==> src/rtl/cp0_unit.sv <==
// Coprocessor-0: SR/Cause/EPC/PRId, exception/interrupt entry, mfc0/mtc0/eret. `CP0_BD_EN enables delay-slot BD/EPC.
// Latency: exc_int and dout are combinational in the same cycle; state updates on the next rising edge.
// Backpressure: none; exc_int is a same-cycle flush request that the pipeline must honour.
module cp0_unit #(
  parameter logic [31:0] PRID = 32'h2020_0715
) (
  input  logic        clk,
  input  logic        reset,
  input  logic [4:0]  A1,
  input  logic [4:0]  A2,
  input  logic [31:0] din,
  input  logic        we,
  input  logic [31:0] pc4_M,
  input  logic        bd_M,
  input  logic [6:2]  exccode_M,
  input  logic [5:0]  hwint,
  input  logic        exl_clr,
  output logic [31:0] dout,
  output logic [31:0] epc_out,
  output logic        exc_int
);

  logic [5:0]  im;
  logic        exl;
  logic        ie;
  logic [5:0]  ip;
  logic [6:2]  exc_code;
  logic [31:0] epc;
  logic        bd;
  logic        int_req;
  logic        exc_req;
  logic [31:0] epc_entry;

  assign int_req = (|(hwint & im)) & ie & ~exl;
  assign exc_req = (exccode_M != 5'd0) & ~exl;
  assign exc_int = (int_req | exc_req) & ~reset;

`ifdef CP0_BD_EN
  // A faulting delay-slot instruction restarts at its branch, one word earlier.
  assign epc_entry = bd_M ? (pc4_M - 32'd8) : (pc4_M - 32'd4);

  always_ff @(posedge clk or posedge reset) begin
    if (reset) begin
      bd <= 1'b0;
    end else if (exc_int) begin
      bd <= bd_M;
    end
  end
`else
  logic unused_bd;
  assign unused_bd = bd_M;
  assign bd        = 1'b0;
  assign epc_entry = pc4_M - 32'd4;
`endif

  always_ff @(posedge clk or posedge reset) begin
    if (reset) begin
      im       <= 6'd0;
      exl      <= 1'b0;
      ie       <= 1'b0;
      ip       <= 6'd0;
      exc_code <= 5'd0;
      epc      <= 32'd0;
    end else begin
      ip <= hwint;
      if (exc_int) begin
        // Entry swallows any mtc0/eret in the same cycle.
        exl      <= 1'b1;
        exc_code <= int_req ? 5'd0 : exccode_M;
        epc      <= {epc_entry[31:2], 2'b00};
      end else begin
        if (we && (A2 == 5'd12)) begin
          im  <= din[15:10];
          ie  <= din[0];
          exl <= din[1];
        end
        if (exl_clr) begin
          exl <= 1'b0;
        end
        if (we && (A2 == 5'd14)) begin
          epc <= {din[31:2], 2'b00};
        end
      end
    end
  end

  always_comb begin
    dout = 32'd0;
    case (A1)
      5'd12:   dout = {16'd0, im, 8'd0, exl, ie};
      5'd13:   dout = {bd, 15'd0, ip, 3'd0, exc_code, 2'd0};
      5'd14:   dout = epc;
      5'd15:   dout = PRID;
      default: dout = 32'd0;
    endcase
  end

  assign epc_out = epc;

endmodule

==> config.mk <==
export PLATFORM = sky130hd
export DESIGN_NAME = cp0_unit
export DESIGN_NICKNAME = d
export VERILOG_FILES = /design/src/rtl/cp0_unit.sv
export SDC_FILE = /design/constraint.sdc
export NUM_CORES = 1
export LEC_CHECK = 0
export CAP_MARGIN = 10
export CORE_ASPECT_RATIO = 2
export CORE_MARGIN = 8
export CORE_UTILIZATION = 41
export DETAILED_ROUTE_END_ITERATION = 6
export PLACE_DENSITY = 0.82
export SKIP_LAST_GASP = 1
export SLEW_MARGIN = 10
export SYNTH_ARGS = -nofsm -noshare
export SYNTH_HDL_FRONTEND = slang
export SYNTH_SLANG_ARGS = --single-unit
==> constraint.sdc <==
create_clock -name clk -period 3.1 [get_ports clk]
set_input_delay 0.93 -clock clk [delete_from_list [all_inputs] [get_ports clk]]
set_output_delay 0.93 -clock clk [all_outputs]
set_load 0.005 [all_outputs]
==> summary.md, run 1 <==
| Metric | Value |
|---|---|
| Status | finished clean |
| Most frequent cells in the layout | 105 x clkdlybuf4s50_1, 56 x mux2i_1, 49 x dfrtp_1 |
| Die height | 139 um |
| # rows | 45 |
| Initial antenna violation count | 0 |
| Pre-Repair DR Iteration Count | 4 |
| Post-Layout Cell Count | roughly 600 |
| Final Hold Fails | 0 |
| Commonest non-fill, non-tap cell in the layout | clkdlybuf4s50_1 |
| Slew @ Worst Pin | ~0.56 ns |
| PD cells | roughly 430 mW/mm^2 |
| DRC viols | 0 |
| Hold Path Class | reg2reg |
| WP data required | around 2.2 ns |
| Reg2reg start | im[1] |
| Layout area overhead | 67.0% |
| Post-Place Cells | just under 600 |
| Clock root cell | clkbuf_16 |
| Register area | 0.00123 mm^2 |
| DP HPWL | slightly above 8 mm |
| Syn_area_per_cell | 9.49 um^2 |
| Reg2reg path depth | 7 |
| Crit. End Element | output port |
| Worst-path clk slew | roughly 0.06 ns |
| # IOs | about 160 |
| Skew final | around 0.0059 ns |
| Worst Hold Depth | 1 |
| Arrival time at the worst endpoint | about 2.1 ns |
| Minimum clock period | between 3 and 4 ns |
| Gp weighted congestion | roughly 0.86 |
| TritonCTS clock tree | built |
| CTS Buf Count | 5 |
| Htree depth | 2 |
| CTS max path bufs | 2 |
| Gr usage total | 19.9% |
| Wire length of the first global-routing pass | roughly 17 mm |
| Detail Route Antenna Nets | 0 |
| Initial DRC count | 167 |
| WL per Instance | approximately 18 um |
| Worst r2r dst | im[5] |
| R2R Setup Slk | approximately 0.81 ns |
| Die X | approximately 77 um |
| Number of library cell types mapped by synthesis | 39 |
| Area after DPL | slightly below 0.005 mm^2 |
| Vias in the first global route | about 3,500 |
| Multi-input logic area | approximately 0.0018 mm^2 |
| Hold-fix buffers, CTS | 0 |
| Core Box Area | 0.00743 mm^2 |
| Period utilisation layout | a little over nine tenths |
| Leakage | 2.41 nW |
| CP max FO | 2 |
| Share of the synthesized area in the top cell type | between 30% and 40% |
| Worst skew pair latency | just under 0.3 ns |
| WHS Endpoint | im[0] |
| Share of cells above drive strength 1 | about 20% |
| Achievable Freq | ~330 MHz |
| Number of synthesized flops with an enable pin | 0 |
| Synthesized area | slightly above 0.003 mm^2 |
| Slew margin rel. | just over 60% |
| Hold_sp | im[0] |
| Vias per Instance | approximately 5.2 |
| Nets | 600 |
| Post-synth top area cell | dfrtp_1 |
| Pin count of the biggest net entering global routing | 52 |
| Fillers | ~620 |
| Startpoint types | primary input |
| Routed WL | between 10 and 15 mm |
| Fin. max-slew vios | 0 |
| Sequential fraction of the synthesis area | between 30% and 40% |
| CTS Sinks | 49 |
| Async SR Flop Fraction | 100% |
| Max_cap viols | 0 |
| Antenna Cells | 0 |
| Final setup violation count | 0 |
| Synth Flop Type | dfrtp_1 |
| Setup CP Type | in2out |
| Ys Warns | 0 |
| Synthesized instance count | 326 |
| Yosys reg bits | 49 |
| Grt ovf | 0 |
| Starting density of the core | 41.6% |
| Vias | around 3,100 |
| DIE AREA | approximately 0.011 mm^2 |
| PortBufs | 149 |
| Synth top area cells | dfrtp_1 40%, mux2i_1 18%, xnor2_1 5.9% |
| Unrepaired setup endpoints after global routing | true |
| Max VDD drop | between 0.4 and 0.5 mV |
| Design area | a little over 0.005 mm^2 |
## synthesized netlist by cell type, types with 2 or more instances
master / number
xnor2_1: 21
a211oi_1: 2
nand3_1: 9
a31oi_1: 2
nand2_1: 21
or4_4: 2
nor3_1: 13
dfrtp_1: 49
nand4b_1: 2
clkbuf_1: 14
and2_1: 15
xor2_1: 6
nor2_1: 30
or3_1: 2
a22oi_1: 6
o21ai_0: 15
buf_4: 2
buf_1: 3
nand3b_1: 2
mux2_2: 7
nor4_1: 8
nor2b_1: 6
mux2i_1: 56
a21oi_1: 8
and3_1: 2
inv_1: 10
## critical path, cell delays in order
cell	delay, ns
clkdlybuf4s50_1	0.44
a22oi_2	0.19
a31oi_1	0.13
o31a_2	0.32
buf_6	0.12
## cell families (layout without fill, tap and decap cells)
| group | Yosys count | count (layout) | share of synthesized area (%) |
|---|---|---|---|
| compound gates | 37 | 37 | 7.16 |
| xor+xnor | 27 | 27 | 7.65 |
| fa+ha+maj | 1 | 1 | 0.404 |
| buf+inv | 29 | 212 | 3.76 |
| flops | 49 | 49 | 39.6 |
| mux | 63 | 63 | 20.7 |
| other cells | 1 | 2 | 0.121 |
| simple gates | 119 | 119 | 20.6 |
## layer usage
layer	GRT usage, %	vias up	share of wire [%]
met5	0	-	0
met1	22.5	1467	40
met4	6.71	0	2.4
met3	7.79	16	9.7
li1	-	1506	-
met2	32.9	144	48
## through the flow
| stage | hold WS (ns) | worst slack (ns) | util, % | setup TNS [ns] | total power, mW |
|---|---|---|---|---|---|
| 2_1_floorplan | 0.495 | 0.131 | - | 0 | 1.13 |
| 3_3_place_gp | 0.508 | -0.490 | 66.1 | -16.05 | 1.56 |
| 3_5_place_dp | 0.513 | -0.503 | 66.1 | -16.61 | 1.58 |
| 4_1_cts | 0.542 | 0.00173 | 68.9 | 0 | 2.24 |
| 5_1_grt | 0.575 | -0.00204 | 69.5 | -0.00204 | 2.36 |
| 6_report | 0.545 | 0.0428 | 69.5 | 0 | 2.23 |
## final cells by class
type / count / area share (%)
clock inverters: 1 / 0.581
clock buffers: 7 / 2.76
well taps: 94 / 2.28
repair buffers: 194 / 34.8
inverters: 10 / 0.727
flip-flops and latches: 49 / 23.7
multi-input cells: 249 / 35.1
## registers in the layout, summed over array words and instances (netlist names)
name,count
epc_out,30
exc_code,5
exl,1
ie,1
im,6
ip,6
## power breakdown
| part | leakage (nW) | switching, mW | internal [mW] |
|---|---|---|---|
| clock | 0.0841 | 0.239 | 0.404 |
| sequential | 0.590 | 0.113 | 0.773 |
| combinational | 1.74 | 0.266 | 0.434 |
## how the worst max path moves through the flow
| stage | from | endpoint | cells after the start |
|---|---|---|---|
| floorplan | A1[1] | dout[18] | 5 |
| global placement | exccode_M[2] | exc_int | 4 |
| detailed placement | A1[1] | dout[3] | 7 |
| CTS | A1[4] | dout[26] | 7 |
| global route | A1[2] | dout[30] | 7 |
| finish | hwint[4] | exc_int | 5 |
## what timing repair did
action                                  4_1_cts  5_1_grt
endpoints found under the setup margin       40       20
resized for setup                           121       18
pin swaps                                     8        4
setup buffers                                10        1
gates cloned                                  1        0
Power figures use the tool's default switching activity.
==> run 2, diff against run 1 <==
--- a/config.mk
+++ b/config.mk
@@ -6,10 +6,10 @@
 export NUM_CORES = 1
 export LEC_CHECK = 0
 export CAP_MARGIN = 10
-export CORE_ASPECT_RATIO = 2
 export CORE_MARGIN = 8
 export CORE_UTILIZATION = 41
 export DETAILED_ROUTE_END_ITERATION = 6
+export HOLD_SLACK_MARGIN = 0.05
 export PLACE_DENSITY = 0.82
 export SKIP_LAST_GASP = 1
 export SLEW_MARGIN = 10
==> run 2 against run 1 <==
  * First-iteration DRC count is 43% lower
  * Cell count grew 0.66%
  * Wire length up 7.0%
  * Critical endpoint unchanged
  * Worst setup slack gained 0.011 ns
  * Critical path type unchanged
  * Worst hold slack improved by 0.0081 ns
  * Clock-buffer cell count decreased by 2
  * Core utilization up 1.4 points
  * Critical path depth is 1 lower
==> summary.md, run 2 (same netlist as run 1, synthesis figures left out) <==
| Metric | Value |
|---|---|
| Post-Layout Cell Count | 608 (+0.66%) |
| CTS Sinks | 49 (unchanged) |
| Vias per Instance | 5.17 (-0.37%) |
| # IOs | 155 (unchanged) |
| Slew margin rel. | 57.7% (-4.7 points) |
| Antenna Cells | 0 (unchanged) |
| TritonCTS clock tree | built |
| Slew @ Worst Pin | 0.635 ns (+0.0711 ns) |
| Initial antenna violation count | 0 (unchanged) |
| # rows | 31 (-31%) |
| PD cells | 405 mW/mm^2 (-6.2%) |
| PortBufs | 149 (unchanged) |
| Pin count of the biggest net entering global routing | 52 (unchanged) |
| CP max FO | 2 (unchanged) |
| Max VDD drop | 0.279 mV (-37%) |
| WP data required | 2.17 ns (about the same) |
| Worst skew pair latency | 0.31 ns (+0.02 ns) |
| DRC viols | 0 (unchanged) |
| Max reg flops | 30 (unchanged) |
| Clock root cell | clkbuf_8 |
| Final setup violation count | 0 (unchanged) |
| Gr usage total | 21.1% (+1.2 points) |
| CTS Buf Count | 5 (unchanged) |
| Pre-Repair DR Iteration Count | 4 (unchanged) |
| Routed WL | 11.4 mm (+7.0%) |
| Commonest non-fill, non-tap cell in the layout | clkdlybuf4s50_1 |
| Period utilisation layout | 98.3% (-0.35 points) |
| Initial DRC count | 96 (-43%) |
| Max_cap viols | 0 (unchanged) |
| Fin. max-slew vios | 0 (unchanged) |
| Die X | 103 um (+33%) |
| Core Box Area | 0.00729 mm^2 (-1.9%) |
| Share of cells above drive strength 1 | 18.1% (-1.7 points) |
| R2R Setup Slk | 0.59 ns (-0.22 ns) |
| Multi-input logic area | 0.00181 mm^2 (about the same) |
| DIE AREA | 0.0106 mm^2 (-1.6%) |
| Vias | 3,142 (+0.29%) |
| Hold Path Class | reg2reg |
| Fin Setup TNS | 0 ns (unchanged) |
| Hold-fix buffers, CTS | 0 (unchanged) |
| DR WL met2 | 5.76 mm (+12%) |
| Wire length of the first global-routing pass | 17.5 mm (+0.20%) |
| Achievable Freq | 328 MHz (+0.36%) |
| Layout area overhead | 67.1% (about the same) |
| Hold_sp | exc_code[4] |
| Grt ovf | 0 (unchanged) |
| Skew final | 0.00913 ns (+0.00323 ns) |
| Unrepaired setup endpoints after global routing | false |
| Register area | 0.00123 mm^2 (unchanged) |
| Reg2reg start | im[1] |
| Htree depth | 2 (unchanged) |
| CTS max path bufs | 2 (unchanged) |
| Worst-path clk slew | 0.10 ns (+0.04 ns) |
| Most frequent cells in the layout | 101 x clkdlybuf4s50_1, 56 x mux2i_1, 49 x dfrtp_1 |
| Final Hold Fails | 0 (unchanged) |
| Status | finished clean |
| Crit. End Element | output port |
| Minimum clock period | 3.05 ns (-0.0108 ns) |
| Critical path startpoint | exccode_M[5] |
| DP HPWL | 8.58 mm (+5.6%) |
| Detail Route Antenna Nets | 0 (unchanged) |
| Nets | 599 (-0.17%) |
| Highest routed metal layer | met4 |
| Arrival time at the worst endpoint | 2.12 ns (about the same) |
| Leakage | 2.45 nW (+1.4%) |
| Die height | 103 um (-26%) |
| Startpoint types | primary input |
| Setup CP Type | in2out |
| Post-Place Cells | 587 (+0.34%) |
| Fillers | 591 (-5.1%) |
| Met3 Routed Length | 926 um (-10%) |
| DRT met1 WL | 4.53 mm (+6.6%) |
| Vias in the first global route | 3,525 (+0.83%) |
| Starting density of the core | 42.4% (+0.80 points) |
| Gp weighted congestion | 0.884 (+2.6%) |
| WL per Instance | 18.8 um (+6.3%) |
## run 2: per-layer routing
| metal | global-route usage (%) | up-vias |
|---|---|---|
| met2 | 38.1 | 134 |
| met5 | 0 | - |
| met4 | 7.01 | 0 |
| met3 | 6.28 | 15 |
| li1 | - | 1498 |
| met1 | 23.0 | 1495 |
## run 2: worst paths after layout
check                         endpoint  cells after the start
setup / recovery               exc_int                      4
hold / removal             exc_code[4]                      2
setup reg to reg                    ie                      8
hold reg to reg            exc_code[4]                      2
max in group asynchronous  exc_code[6]                      4
min in group asynchronous   epc_out[2]                      3
## run 2: worst max-delay path, cell delays in order
cell	delay [ns]
clkdlybuf4s15_1	0.20
or4_1	0.54
o31a_2	0.32
buf_6	0.12
## run 2: final cells by class
class,instances,share of cell area (%)
clock buffer,5,1.33
clock inverter,3,0.920
inverter,10,0.726
multi-input combinational,249,35.1
sequential,49,23.7
tap,99,2.40
timing repair buffer,193,35.9
## run 2: timing repair
item / 4_1_cts / 5_1_grt
pin swaps: 7 / 5
hold endpoints to repair: 0 / 0
resized for setup: 103 / 14
setup endpoints to repair: 33 / 23
buffers inserted: 9 / 4
gates cloned: 1 / 0
## run 2: metrics by stage
step | setup WS [ns] | utilization [%] | area [um^2] | power (mW) | hold slack (ns)
2_1_floorplan | 0.131 | - | 3100 | 1.13 | 0.495
3_3_place_gp | -0.581 | 67.3 | 4910 | 1.56 | 0.512
3_5_place_dp | -0.590 | 67.3 | 4910 | 1.59 | 0.524
4_1_cts | -0.146 | 70.0 | 5110 | 2.09 | 0.553
5_1_grt | 0.00290 | 70.9 | 5170 | 2.21 | 0.576
6_report | 0.0536 | 70.9 | 5170 | 2.09 | 0.553
## run 2: where the power goes
group / leakage [nW] / internal, mW / switching, mW
logic: 1.80 / 0.443 / 0.277
registers: 0.590 / 0.772 / 0.111
clock network: 0.0591 / 0.247 / 0.241
total: 2.45 / 1.46 / 0.629
==> run 3, diff against run 2 <==
--- a/config.mk
+++ b/config.mk
@@ -5,12 +5,13 @@
 export SDC_FILE = /design/constraint.sdc
 export NUM_CORES = 1
 export LEC_CHECK = 0
+export ABC_AREA = 1
 export CAP_MARGIN = 10
 export CORE_MARGIN = 8
-export CORE_UTILIZATION = 41
+export CORE_UTILIZATION = 39
 export DETAILED_ROUTE_END_ITERATION = 6
 export HOLD_SLACK_MARGIN = 0.05
-export PLACE_DENSITY = 0.82
+export PLACE_DENSITY = 0.75
 export SKIP_LAST_GASP = 1
 export SLEW_MARGIN = 10
 export SYNTH_ARGS = -nofsm -noshare
==> run 3 against run 2 <==
  * Synthesized cell count up 73%
  * Clock skew fell by 0.0013 ns
  * Cell count up 38%
  * Die area is 18% higher
  * Flip-flop and latch count unchanged
  * Wire length up 11%
  * Combinational power rose by 4.7%
  * Non-clock buffer count fell by 19
  * Via count up 31%
==> summary.md, run 3 <==
| Metric | Value |
|---|---|
| # rows | 35 (+13%) |
| CTS Sinks | 49 (unchanged) |
| Wire length of the first global-routing pass | 20.6 mm (+18%) |
| Crit. End Element | output port |
| WP data required | 2.17 ns (about the same) |
| WHS Endpoint | exc_code[4] |
| Synth Flop Type | dfrtp_1 |
| Async SR Flop Fraction | 100% (unchanged) |
| Met3 Routed Length | 813 um (-12%) |
| Worst-path clk slew | 0.09 ns (about the same) |
| Largest family of logic cells by synthesized area | simple AND/OR/NAND/NOR gates |
| Max reg flops | 30 (unchanged) |
| Grt ovf | 0 (unchanged) |
| Highest routed metal layer | met4 |
| PD cells | 376 mW/mm^2 (-7.1%) |
| Synth Area in XOR/XNOR | 3.20% (-4.4 points) |
| CP max FO | 8 (+6) |
| TritonCTS clock tree | built |
| Reg2reg start | im[2] |
| Hold-fix buffers, CTS | 0 (unchanged) |
| Syn_area_per_cell | 6.33 um^2 (-33%) |
| DR WL met2 | 6.32 mm (+9.8%) |
| Arrival time at the worst endpoint | 2.10 ns (-0.02 ns) |
| DIE AREA | 0.0124 mm^2 (+18%) |
| Worst Hold Depth | 2 (unchanged) |
| Final setup violation count | 0 (unchanged) |
| Post-Layout Cell Count | 840 (+38%) |
| Setup CP Type | in2out |
| Layout area overhead | 50.9% |
| DRC viols | 0 (unchanged) |
| DRT met1 WL | 5.34 mm (+18%) |
| CP max-delay cell | dlygate4sd2_1 |
| Core Box Area | 0.00906 mm^2 (+24%) |
| DP HPWL | 10.3 mm (+20%) |
| Starting density of the core | 39.3% (-3.1 points) |
| Sequential fraction of the synthesis area | 34.4% (-5.2 points) |
| Achievable Freq | 330 MHz (+0.53%) |
| Count leader, synth | nand2_1 |
| Routed WL | 12.7 mm (+11%) |
| Antenna Cells | 0 (unchanged) |
| Gr usage total | 20.2% (-0.93 points) |
| Nets | 819 (+37%) |
| Vias in the first global route | 4,086 (+16%) |
| Max VDD drop | 0.181 mV (-35%) |
| Die X | 112 um (+8.5%) |
| Multi-input logic area | 0.00197 mm^2 (+8.8%) |
| Fin. max-slew vios | 0 (unchanged) |
| Place WS | -0.411 ns (+0.179 ns) |
| CP Cell Sequence | dlygate4sd2_1 > nand2_2 > nor2_4 > nand2_2 > inv_2 > buf_6 > buf_6 > nand2_1 > nand3_1 > dlygate4sd2_1 |
| Post-synthesis mux area share | 0% (-21 points) |
| Most frequent cells in the layout | 220 x nand2_1, 111 x clkdlybuf4s50_1, 75 x nor2_1 |
| CTS Buf Count | 5 (unchanged) |
| Compound-Gate Fraction of Synth Area | 7.17% (about the same) |
| Leakage | 2.77 nW (+13%) |
| Unrepaired setup endpoints after global routing | true |
| Tot Pwr | 2.02 mW (-3.4%) |
| Detail Route Antenna Nets | 0 (unchanged) |
| Number of library cell types mapped by synthesis | 31 (-21%) |
| Synthesized instance count | 563 (+73%) |
| Initial DRC count | 257 (+170%) |
| Number of synthesized flops with an enable pin | 0 (unchanged) |
| Pin count of the biggest net entering global routing | 50 (-3.8%) |
| Simple-gate share of the synthesized area | 43.8% (+23 points) |
| Initial antenna violation count | 0 (unchanged) |
| Period utilisation layout | 97.7% (-0.52 points) |
| PortBufs | 149 (unchanged) |
| Startpoint types | primary input |
| Commonest non-fill, non-tap cell in the layout | nand2_1 |
| Synth top cells by count | 223 x nand2_1, 79 x nor2_1, 65 x inv_1, 49 x dfrtp_1, 45 x nand3_1 |
| Ys Warns | 0 (unchanged) |
| Fin Setup TNS | 0 ns (unchanged) |
| Skew final | 0.00787 ns (-0.00126 ns) |
| Yosys reg bits | 49 (unchanged) |
| Reg2reg path depth | 11 (+3) |
| Pre-Repair DR Iteration Count | 5 (+1) |
| Die height | 112 um (+8.5%) |
| Share of cells above drive strength 1 | 10.7% (-7.4 points) |
| Htree depth | 2 (unchanged) |
| WL per Instance | 15.1 um (-19%) |
| Crit path largest cell delay | 0.25 ns (-0.29 ns) |
| Share of the synthesized area in the top cell type | 34.4% (-5.2 points) |
| CTS max path bufs | 2 (unchanged) |
| R2R Setup Slk | 1.36 ns (+0.77 ns) |
| Final Hold Fails | 0 (unchanged) |
| Vias | 4,119 (+31%) |
| Vias per Instance | 4.90 (-5.1%) |
| Gp weighted congestion | 0.943 (+6.7%) |
| Minimum clock period | 3.03 ns (-0.0162 ns) |
| Hold Path Class | reg2reg |
| # IOs | 155 (unchanged) |
| Max_cap viols | 0 (unchanged) |
| Synth top area cells | dfrtp_1 34%, nand2_1 23%, nor2_1 8.3% |
| Synth Area in Adders | 0.351% (-0.053 points) |
| Synthesized area | 0.00356 mm^2 (+15%) |
| Worst skew pair latency | 0.30 ns (about the same) |
| Post-synth top area cell | dfrtp_1 |
| Clock root cell | clkbuf_8 |
| Setup WS post-layout | 0.0698 ns (+0.0162 ns) |
| Post-Place Cells | 826 (+41%) |
| Fin util | 59.3% (-12 points) |
| Fillers | 860 (+46%) |
| Register area | 0.00123 mm^2 (unchanged) |
| Status | finished clean |
| Worst r2r dst | epc_out[21] |
| Hold_sp | exc_code[4] |
-- run 3: cell count changes after synthesis, moves of 8 or more --
| cell | delta |
|---|---|
| clkbuf_1 | -13 |
| and2_1 | -15 |
| nand3_1 | +36 |
| nand2_1 | +202 |
| mux2i_1 | -56 |
| nor4_1 | -8 |
| o21ai_0 | +14 |
| nor2_1 | +49 |
| inv_1 | +55 |
| xnor2_1 | -15 |
| a21oi_1 | -8 |
| nor3_1 | -13 |
-- run 3: layout make-up --
cell class	instances	area share [%]
clock buffers	6	1.35
clock inverters	2	0.279
inverters	66	4.63
multi-input cells	432	36.7
flip-flops and latches	49	22.8
well taps	111	2.58
repair buffers	174	31.7
-- run 3: cell families (layout without fill, tap and decap cells) --
logic type | after synthesis | count (layout)
AOI/OAI and AO/OA | 44 | 44
xor gates and xnor gates | 13 | 13
adders and majority gates | 1 | 1
buffers and inverters | 83 | 248
DFF | 49 | 49
other | 1 | 2
and+or+nand+nor | 372 | 372
-- run 3: per-layer routing --
metal / GRT usage, % / vias up
li1: - / 2057
met3: 3.84 / 12
met5: 0 / -
met1: 24.0 / 1906
met4: 6.20 / 0
met2: 35.8 / 144
-- run 3: worst max path at each step --
stage | startpoint | endpoint | slack (ns) | depth (start not counted)
5_1_grt | A1[3] | dout[15] | -0.009 | 10
4_1_cts | hwint[1] | exc_int | 0.002 | 8
6_report | A1[2] | dout[14] | 0.07 | 10
3_5_place_dp | A1[3] | dout[10] | -0.41 | 8
3_3_place_gp | A1[1] | dout[29] | -0.38 | 9
2_1_floorplan | A1[3] | dout[11] | 0.48 | 7
-- run 3: where the power goes --
part,internal [mW],switching [mW]
Clock,0.159,0.219
Sequential,0.774,0.114
Combinational,0.413,0.341
Total,1.35,0.674
-- run 3: worst max-delay path: cells and delay by family --
family,cells,cell delay [ns]
buffers and inverters,5,0.74
and+or+nand+nor,5,0.43
-- run 3: what timing repair did --
action                     4_1_cts  5_1_grt
pin swaps                        2        1
cloned                           1        0
gates resized for setup         57       26
buffers inserted                 5        0
setup endpoints to repair       33       20
-- run 3: metrics by stage --
step	cell area (um^2)	hold slack, ns
final	5380	0.508
after global routing	5380	0.550
after CTS	5390	0.507
after detailed placement	5250	0.487
after global placement	5250	0.470
after floorplan	3570	0.453
